File: config.mk
export PLATFORM = sky130hd
export DESIGN_NAME = hangman_round_ctrl
export DESIGN_NICKNAME = d
export VERILOG_FILES = /design/src/rtl/hangman_pkg.sv /design/src/rtl/letter_match.sv /design/src/rtl/hangman_round_ctrl.sv
export SDC_FILE = /design/constraint.sdc
export NUM_CORES = 1
export LEC_CHECK = 0
export CAP_MARGIN = 20
export CORE_MARGIN = 2
export CORE_UTILIZATION = 50
export DETAILED_ROUTE_END_ITERATION = 8
export GPL_TIMING_DRIVEN = 0
export MAX_ROUTING_LAYER = met4
export PLACE_DENSITY = 0.75
export SLEW_MARGIN = 30
export SYNTH_ARGS = -nofsm -noshare
export SYNTH_HDL_FRONTEND = slang
export SYNTH_SLANG_ARGS = --single-unit
File: constraint.sdc
create_clock -name clk -period 4.1 [get_ports clk]
set_input_delay 0.82 -clock clk [delete_from_list [all_inputs] [get_ports clk]]
set_output_delay 0.82 -clock clk [all_outputs]
set_load 0.1 [all_outputs]
File: src/rtl/hangman_pkg.sv
// Shared constants, state encoding and letter helpers for the hangman round controller.
package hangman_pkg;

    localparam int MAX_LEN    = 10;
    localparam int CHAR_W     = 8;
    localparam int MAX_MISSES = 6;
    localparam int LEN_W      = 4;
    localparam int CNT_W      = 4;
    localparam int N_LETTERS  = 26;

    localparam logic [CHAR_W-1:0] CH_LOWER_A = 8'h61;
    localparam logic [CHAR_W-1:0] CH_LOWER_Z = 8'h7A;
    localparam logic [CHAR_W-1:0] CH_UPPER_A = 8'h41;
    localparam logic [CHAR_W-1:0] CH_UPPER_Z = 8'h5A;
    localparam logic [CHAR_W-1:0] CASE_OFFSET = 8'h20;

    localparam logic [CNT_W-1:0] MISS_LIMIT = CNT_W'(MAX_MISSES);
    localparam logic [LEN_W-1:0] LEN_LIMIT  = LEN_W'(MAX_LEN);

    typedef enum logic [2:0] {
        ST_IDLE,
        ST_WAIT_GUESS,
        ST_CHECK,
        ST_UPDATE,
        ST_DONE
    } state_e;

    // Lowercase letter to alphabet index 0..25; callers only pass 'a'..'z'.
    function automatic logic [4:0] char_to_idx(input logic [CHAR_W-1:0] c);
        logic [CHAR_W-1:0] diff;
        diff = c - CH_LOWER_A;
        return diff[4:0];
    endfunction

endpackage

File: src/rtl/letter_match.sv
// Per-slot comparator: flags every valid word slot holding the guessed letter.
module letter_match
    import hangman_pkg::*;
(
    input  logic [CHAR_W-1:0]         char_i,
    input  logic [MAX_LEN*CHAR_W-1:0] slots_i,
    input  logic [LEN_W-1:0]          len_i,
    output logic [MAX_LEN-1:0]        match_o,
    output logic                      any_o
);

    always_comb begin
        for (int i = 0; i < MAX_LEN; i++) begin
            match_o[i] = (slots_i[i*CHAR_W +: CHAR_W] == char_i) && (LEN_W'(i) < len_i);
        end
        any_o = |match_o;
    end

endmodule

File: src/rtl/hangman_round_ctrl.sv
// Round controller: latches the word, screens guesses, tracks revealed slots and misses,
// and declares win or loss.
module hangman_round_ctrl
    import hangman_pkg::*;
(
    input  logic                      clk,
    input  logic                      reset,
    input  logic                      new_game,
    input  logic [MAX_LEN*CHAR_W-1:0] word_flat,
    input  logic [LEN_W-1:0]          word_len,
    input  logic                      guess_valid,
    input  logic [CHAR_W-1:0]         guess_char,
    output logic                      guess_ready,
    output logic [MAX_LEN-1:0]        revealed,
    output logic [CNT_W-1:0]          miss_count,
    output logic                      hit_pulse,
    output logic                      miss_pulse,
    output logic                      dup_pulse,
    output logic                      game_won,
    output logic                      game_lost
);

    state_e                      state_q, state_d;
    logic [MAX_LEN*CHAR_W-1:0]   word_q, word_d;
    logic [LEN_W-1:0]            len_q, len_d;
    logic [N_LETTERS-1:0]        used_q, used_d;
    logic [CHAR_W-1:0]           char_q, char_d;
    logic [MAX_LEN-1:0]          match_q, match_d;
    logic                        any_q, any_d;
    logic [MAX_LEN-1:0]          revealed_q, revealed_d;
    logic [CNT_W-1:0]            miss_q, miss_d;
    logic                        hit_q, hit_d;
    logic                        missp_q, missp_d;
    logic                        dup_q, dup_d;
    logic                        won_q, won_d;
    logic                        lost_q, lost_d;

    logic [MAX_LEN-1:0]          lm_match;
    logic                        lm_any;
    logic [MAX_LEN-1:0]          len_mask;
    logic [CHAR_W-1:0]           folded;
    logic                        is_letter;
    logic [4:0]                  letter_idx;

    letter_match u_letter_match (
        .char_i  (char_q),
        .slots_i (word_q),
        .len_i   (len_q),
        .match_o (lm_match),
        .any_o   (lm_any)
    );

    always_comb begin
        for (int i = 0; i < MAX_LEN; i++) begin
            len_mask[i] = (LEN_W'(i) < len_q);
        end
        folded = guess_char;
        if (guess_char >= CH_UPPER_A && guess_char <= CH_UPPER_Z) begin
            folded = guess_char + CASE_OFFSET;
        end
        is_letter  = (folded >= CH_LOWER_A) && (folded <= CH_LOWER_Z);
        letter_idx = char_to_idx(folded);
    end

    // NOTE: every next-state signal gets a default first so no path leaves one unassigned (no latches).
    always_comb begin
        state_d    = state_q;
        word_d     = word_q;
        len_d      = len_q;
        used_d     = used_q;
        char_d     = char_q;
        match_d    = match_q;
        any_d      = any_q;
        revealed_d = revealed_q;
        miss_d     = miss_q;
        won_d      = won_q;
        lost_d     = lost_q;
        hit_d      = 1'b0;
        missp_d    = 1'b0;
        dup_d      = 1'b0;

        if (new_game && word_len != '0) begin
            word_d     = word_flat;
            len_d      = (word_len > LEN_LIMIT) ? LEN_LIMIT : word_len;
            used_d     = '0;
            char_d     = '0;
            match_d    = '0;
            any_d      = 1'b0;
            revealed_d = '0;
            miss_d     = '0;
            won_d      = 1'b0;
            lost_d     = 1'b0;
            state_d    = ST_WAIT_GUESS;
        end else begin
            unique case (state_q)
                ST_IDLE: ;
                ST_WAIT_GUESS: begin
                    if (guess_valid && is_letter) begin
                        if (used_q[letter_idx]) begin
                            dup_d = 1'b1;
                        end else begin
                            used_d[letter_idx] = 1'b1;
                            char_d             = folded;
                            state_d            = ST_CHECK;
                        end
                    end
                end
                ST_CHECK: begin
                    match_d = lm_match;
                    any_d   = lm_any;
                    state_d = ST_UPDATE;
                end
                ST_UPDATE: begin
                    revealed_d = revealed_q | match_q;
                    state_d    = ST_WAIT_GUESS;
                    if (!any_q) begin
                        missp_d = 1'b1;
                        miss_d  = (miss_q < MISS_LIMIT) ? miss_q + 1'b1 : miss_q;
                        if (miss_q + 1'b1 == MISS_LIMIT) begin
                            lost_d  = 1'b1;
                            state_d = ST_DONE;
                        end
                    end else begin
                        hit_d = 1'b1;
                        if (&(revealed_q | match_q | ~len_mask)) begin
                            won_d   = 1'b1;
                            state_d = ST_DONE;
                        end
                    end
                end
                ST_DONE: ;
                default: state_d = ST_IDLE;
            endcase
        end
    end

    // NOTE: sequential state uses non-blocking assignments so every register samples pre-edge values.
    always_ff @(posedge clk) begin
        if (reset) begin
            state_q    <= ST_IDLE;
            word_q     <= '0;
            len_q      <= '0;
            used_q     <= '0;
            char_q     <= '0;
            match_q    <= '0;
            any_q      <= 1'b0;
            revealed_q <= '0;
            miss_q     <= '0;
            hit_q      <= 1'b0;
            missp_q    <= 1'b0;
            dup_q      <= 1'b0;
            won_q      <= 1'b0;
            lost_q     <= 1'b0;
        end else begin
            state_q    <= state_d;
            word_q     <= word_d;
            len_q      <= len_d;
            used_q     <= used_d;
            char_q     <= char_d;
            match_q    <= match_d;
            any_q      <= any_d;
            revealed_q <= revealed_d;
            miss_q     <= miss_d;
            hit_q      <= hit_d;
            missp_q    <= missp_d;
            dup_q      <= dup_d;
            won_q      <= won_d;
            lost_q     <= lost_d;
        end
    end

    assign guess_ready = (state_q == ST_WAIT_GUESS);
    assign revealed    = revealed_q;
    assign miss_count  = miss_q;
    assign hit_pulse   = hit_q;
    assign miss_pulse  = missp_q;
    assign dup_pulse   = dup_q;
    assign game_won    = won_q;
    assign game_lost   = lost_q;

endmodule

==> flow_metrics.tcl <==
set metrics [dict create \
    status "completed" \
    synth-edff-count 0 \
    min_from "used_q[4]$_SDFFE_PP0P_" \
    max-vdd-ir-drop_uv 320 \
    ys_ff_latch 151 \
    end_kind "flip-flop" \
    grt_first_pass_wirelength_um 29200 \
    avgSynthCellArea_um2 8.32 \
    ys_types 55 \
    clock-skew-final_ns 0.00588 \
    grt_use_met1_pct 33.9 \
    fillers 1165 \
    crit_start "guess_char[0]" \
    relSlewSlack_pct 33.0 \
    dieHeight_um 122 \
    synth_area_leaders "dfxtp_1, nand2_1, a21oi_1" \
    ctsHoldBuffers 0 \
    yosysTopAreaCellShare_pct 43.6 \
    drt_drc_violations_left 0 \
    grt_max_degree 17 \
    setup-violations-final 0 \
    cts_max_level 4 \
    ant_nets 0 \
    syn_nets 937 \
    io_pins 116 \
    wl_per_cell_um 15.9 \
    synth_flop_cell "dfxtp_1" \
    std_cell_rows 43 \
    viasPerCell 5.41 \
    grt_pass1_vias 5746 \
    clk_pin_slew_ns 0.06 \
    grt_antenna_before_repair 0 \
    setup-tns-final_ns 0 \
    place_area_um2 8300 \
    p_per_area_nw_per_um2 408 \
    maxSlewViolCount 0 \
    detail_route.wirelength_um 18500 \
    maxCapViolations 0 \
    dr_total_vias 6272 \
    period_share_pct 93.1 \
    yosysSeqAreaShare_pct 43.6 \
    crit_type "in2reg" \
    drtIter0Drc 437 \
    worstSetupStartpointType "input pin" \
    die_w_um 122 \
    cts_root_buf "clkbuf_16" \
    overflow 0 \
    worstPathRequired_ns 4.44 \
    fin_area_um2 8950 \
    final-hold-violation-count 0 \
    use_met2_pct 41.2 \
    gp_congestion 0.892 \
    yosys_warnings 0 \
    syn2layout_area_growth_pct 29.2 \
    io_buffers 114 \
    clock.fmax_mhz 262 \
    holdPathStages 1 \
    track_usage_pct 26.4 \
    cts_tree "yes" \
    fp.dieArea_um2 14800 \
    core_um2 13700 \
    syn_inst 833 \
    rsz0062_at_grt "false" \
    first_pass_iters 5 \
    cts_resized 0 \
    synth.largest_area_cell "dfxtp_1" \
    insertion_delay_ns 0.42 \
    arrival_ns 4.16 \
    postCtsSetupBuffers 0 \
    cts.sinks 151 \
    cts_buffers 17 \
    reg2regPathDepth 7 \
    insertedDiodeCount 0 \
    synthesis.area_um2 6930 \
    tightest_slew_ns 1.01 \
    use_met3_pct 4.92 \
    p_leak_nw 3.37 \
    initial_utilization_pct 50.5 \
    synthArstFlopShare_pct 0 \
    hp-class "reg2reg" \
    min_period_ns 3.82 \
    fin_nets 1070 \
    drive_above_1_share_pct 5.62 \
    crit_path_max_fanout 10 \
    post-dp-hpwl_um 13200 \
    clockBufferDepth 2 \
    top_usage_layer "met2" \
    r2r-start "char_q[6]$_SDFFE_PP0P_" \
]
## flip-flops by register name (all words and copies together) (netlist names)
| name | count |
|---|---|
| state_q | 3 |
| char_q | 8 |
| match_q | 10 |
| game_lost | 1 |
| used_q | 26 |
| game_won | 1 |
| len_q | 4 |
| revealed | 10 |
| any_q | 1 |
| miss_pulse | 1 |
| hit_pulse | 1 |
| dup_pulse | 1 |
| word_q | 80 |
| miss_count | 4 |
## per-stage QoR
step	std cells	util (%)	hold slack [ns]	worst slack, ns	total power [mW]
after floorplan	833	-	0.436	0.890	1.80
after global placement	1127	60.5	0.442	-0.116	1.96
after detailed placement	1127	60.5	0.448	-0.132	1.97
after CTS	1159	65.2	0.465	0.300	3.67
after global routing	1159	65.2	0.476	0.103	3.77
final	1159	65.2	0.463	0.283	3.65
## cell type report
cell class / count / area [um2] / share of cell area (%)
Tap cell: 180 / 225 / 2.52
Clock buffer: 25 / 515 / 5.76
Timing Repair Buffer: 114 / 1140 / 12.7
Clock inverter: 7 / 138 / 1.54
Buffer: 60 / 264 / 2.95
Inverter: 6 / 22.5 / 0.252
Sequential cell: 151 / 3020 / 33.8
Multi-Input combinational cell: 616 / 3620 / 40.5
## logic make-up after synthesis
| group | Yosys count | synth area share, % |
|---|---|---|
| muxes | 17 | 3.25 |
| buffers and inverters | 66 | 4.13 |
| AOI/OAI and AO/OA | 181 | 16.4 |
| adders and majority gates | 8 | 1.44 |
| and+or+nand+nor | 327 | 20.6 |
| xor gates and xnor gates | 83 | 10.5 |
| DFF | 151 | 43.6 |
## path summary, 6_finish.rpt
check | end | slack [ns]
worst max-delay path | char_q[3]$_SDFFE_PP0P_ | 0.28
worst min-delay path | used_q[4]$_SDFFE_PP0P_ | 0.46
worst min register to register | used_q[4]$_SDFFE_PP0P_ | 0.46
worst max register to register | any_q$_SDFFE_PP0N_ | 1.53
## placed cells by master, fill, tap and decap left out, types with 8 or more instances in the layout
| master | count |
|---|---|
| nand2_1 | 201 |
| dfxtp_1 | 151 |
| clkdlybuf4s50_1 | 114 |
| a21oi_1 | 108 |
| xnor2_1 | 54 |
| nor2_1 | 45 |
| clkbuf_1 | 37 |
| xor2_1 | 29 |
| a32o_1 | 20 |
| clkbuf_16 | 17 |
| nor3_1 | 16 |
| buf_1 | 13 |
| o21ai_0 | 11 |
| nand4_1 | 11 |
| nor4_1 | 10 |
| and3_1 | 9 |
| mux2i_1 | 9 |
| ha_1 | 8 |
## critical path, stage by stage
cell and delay, ns:
clkdlybuf4s50_1 0.51, buf_4 0.19, buf_2 0.24, inv_1 0.11, ha_1 0.28, buf_2 0.24, mux4_2 0.34, mux2_2 0.27
o21ai_0 0.09, and4_1 0.30, and4_1 0.20, buf_4 0.19, buf_6 0.17, mux2i_1 0.21
## metal layers
| layer | vias to the layer above | wire length, um | part of all wire [%] |
|---|---|---|---|
| met3 | 35 | 1030 | 5.6 |
| met2 | 185 | 8550 | 46 |
| li1 | 3110 | - | - |
| met1 | 2942 | 8380 | 45 |
| met4 | 0 | 516 | 2.8 |
| met5 | - | 0 | 0 |
## report_power, final
group | internal (mW) | switching, mW | leakage [nW]
registers | 1.52 | 0.0345 | 1.23
logic | 0.184 | 0.206 | 1.82
clock network | 1.11 | 0.598 | 0.319
total | 2.82 | 0.838 | 3.37
## Yosys cell counts, drive strengths merged (8+ instances only)
cell,number
nand2,201
dfxtp,151
a21oi,108
xnor2,54
nor2,45
clkbuf,35
xor2,29
buf,25
a32o,20
nor3,16
nand4,11
o21ai,11
nor4,10
and3,9
mux2i,9
ha,8
Power figures use the tool's default switching activity.
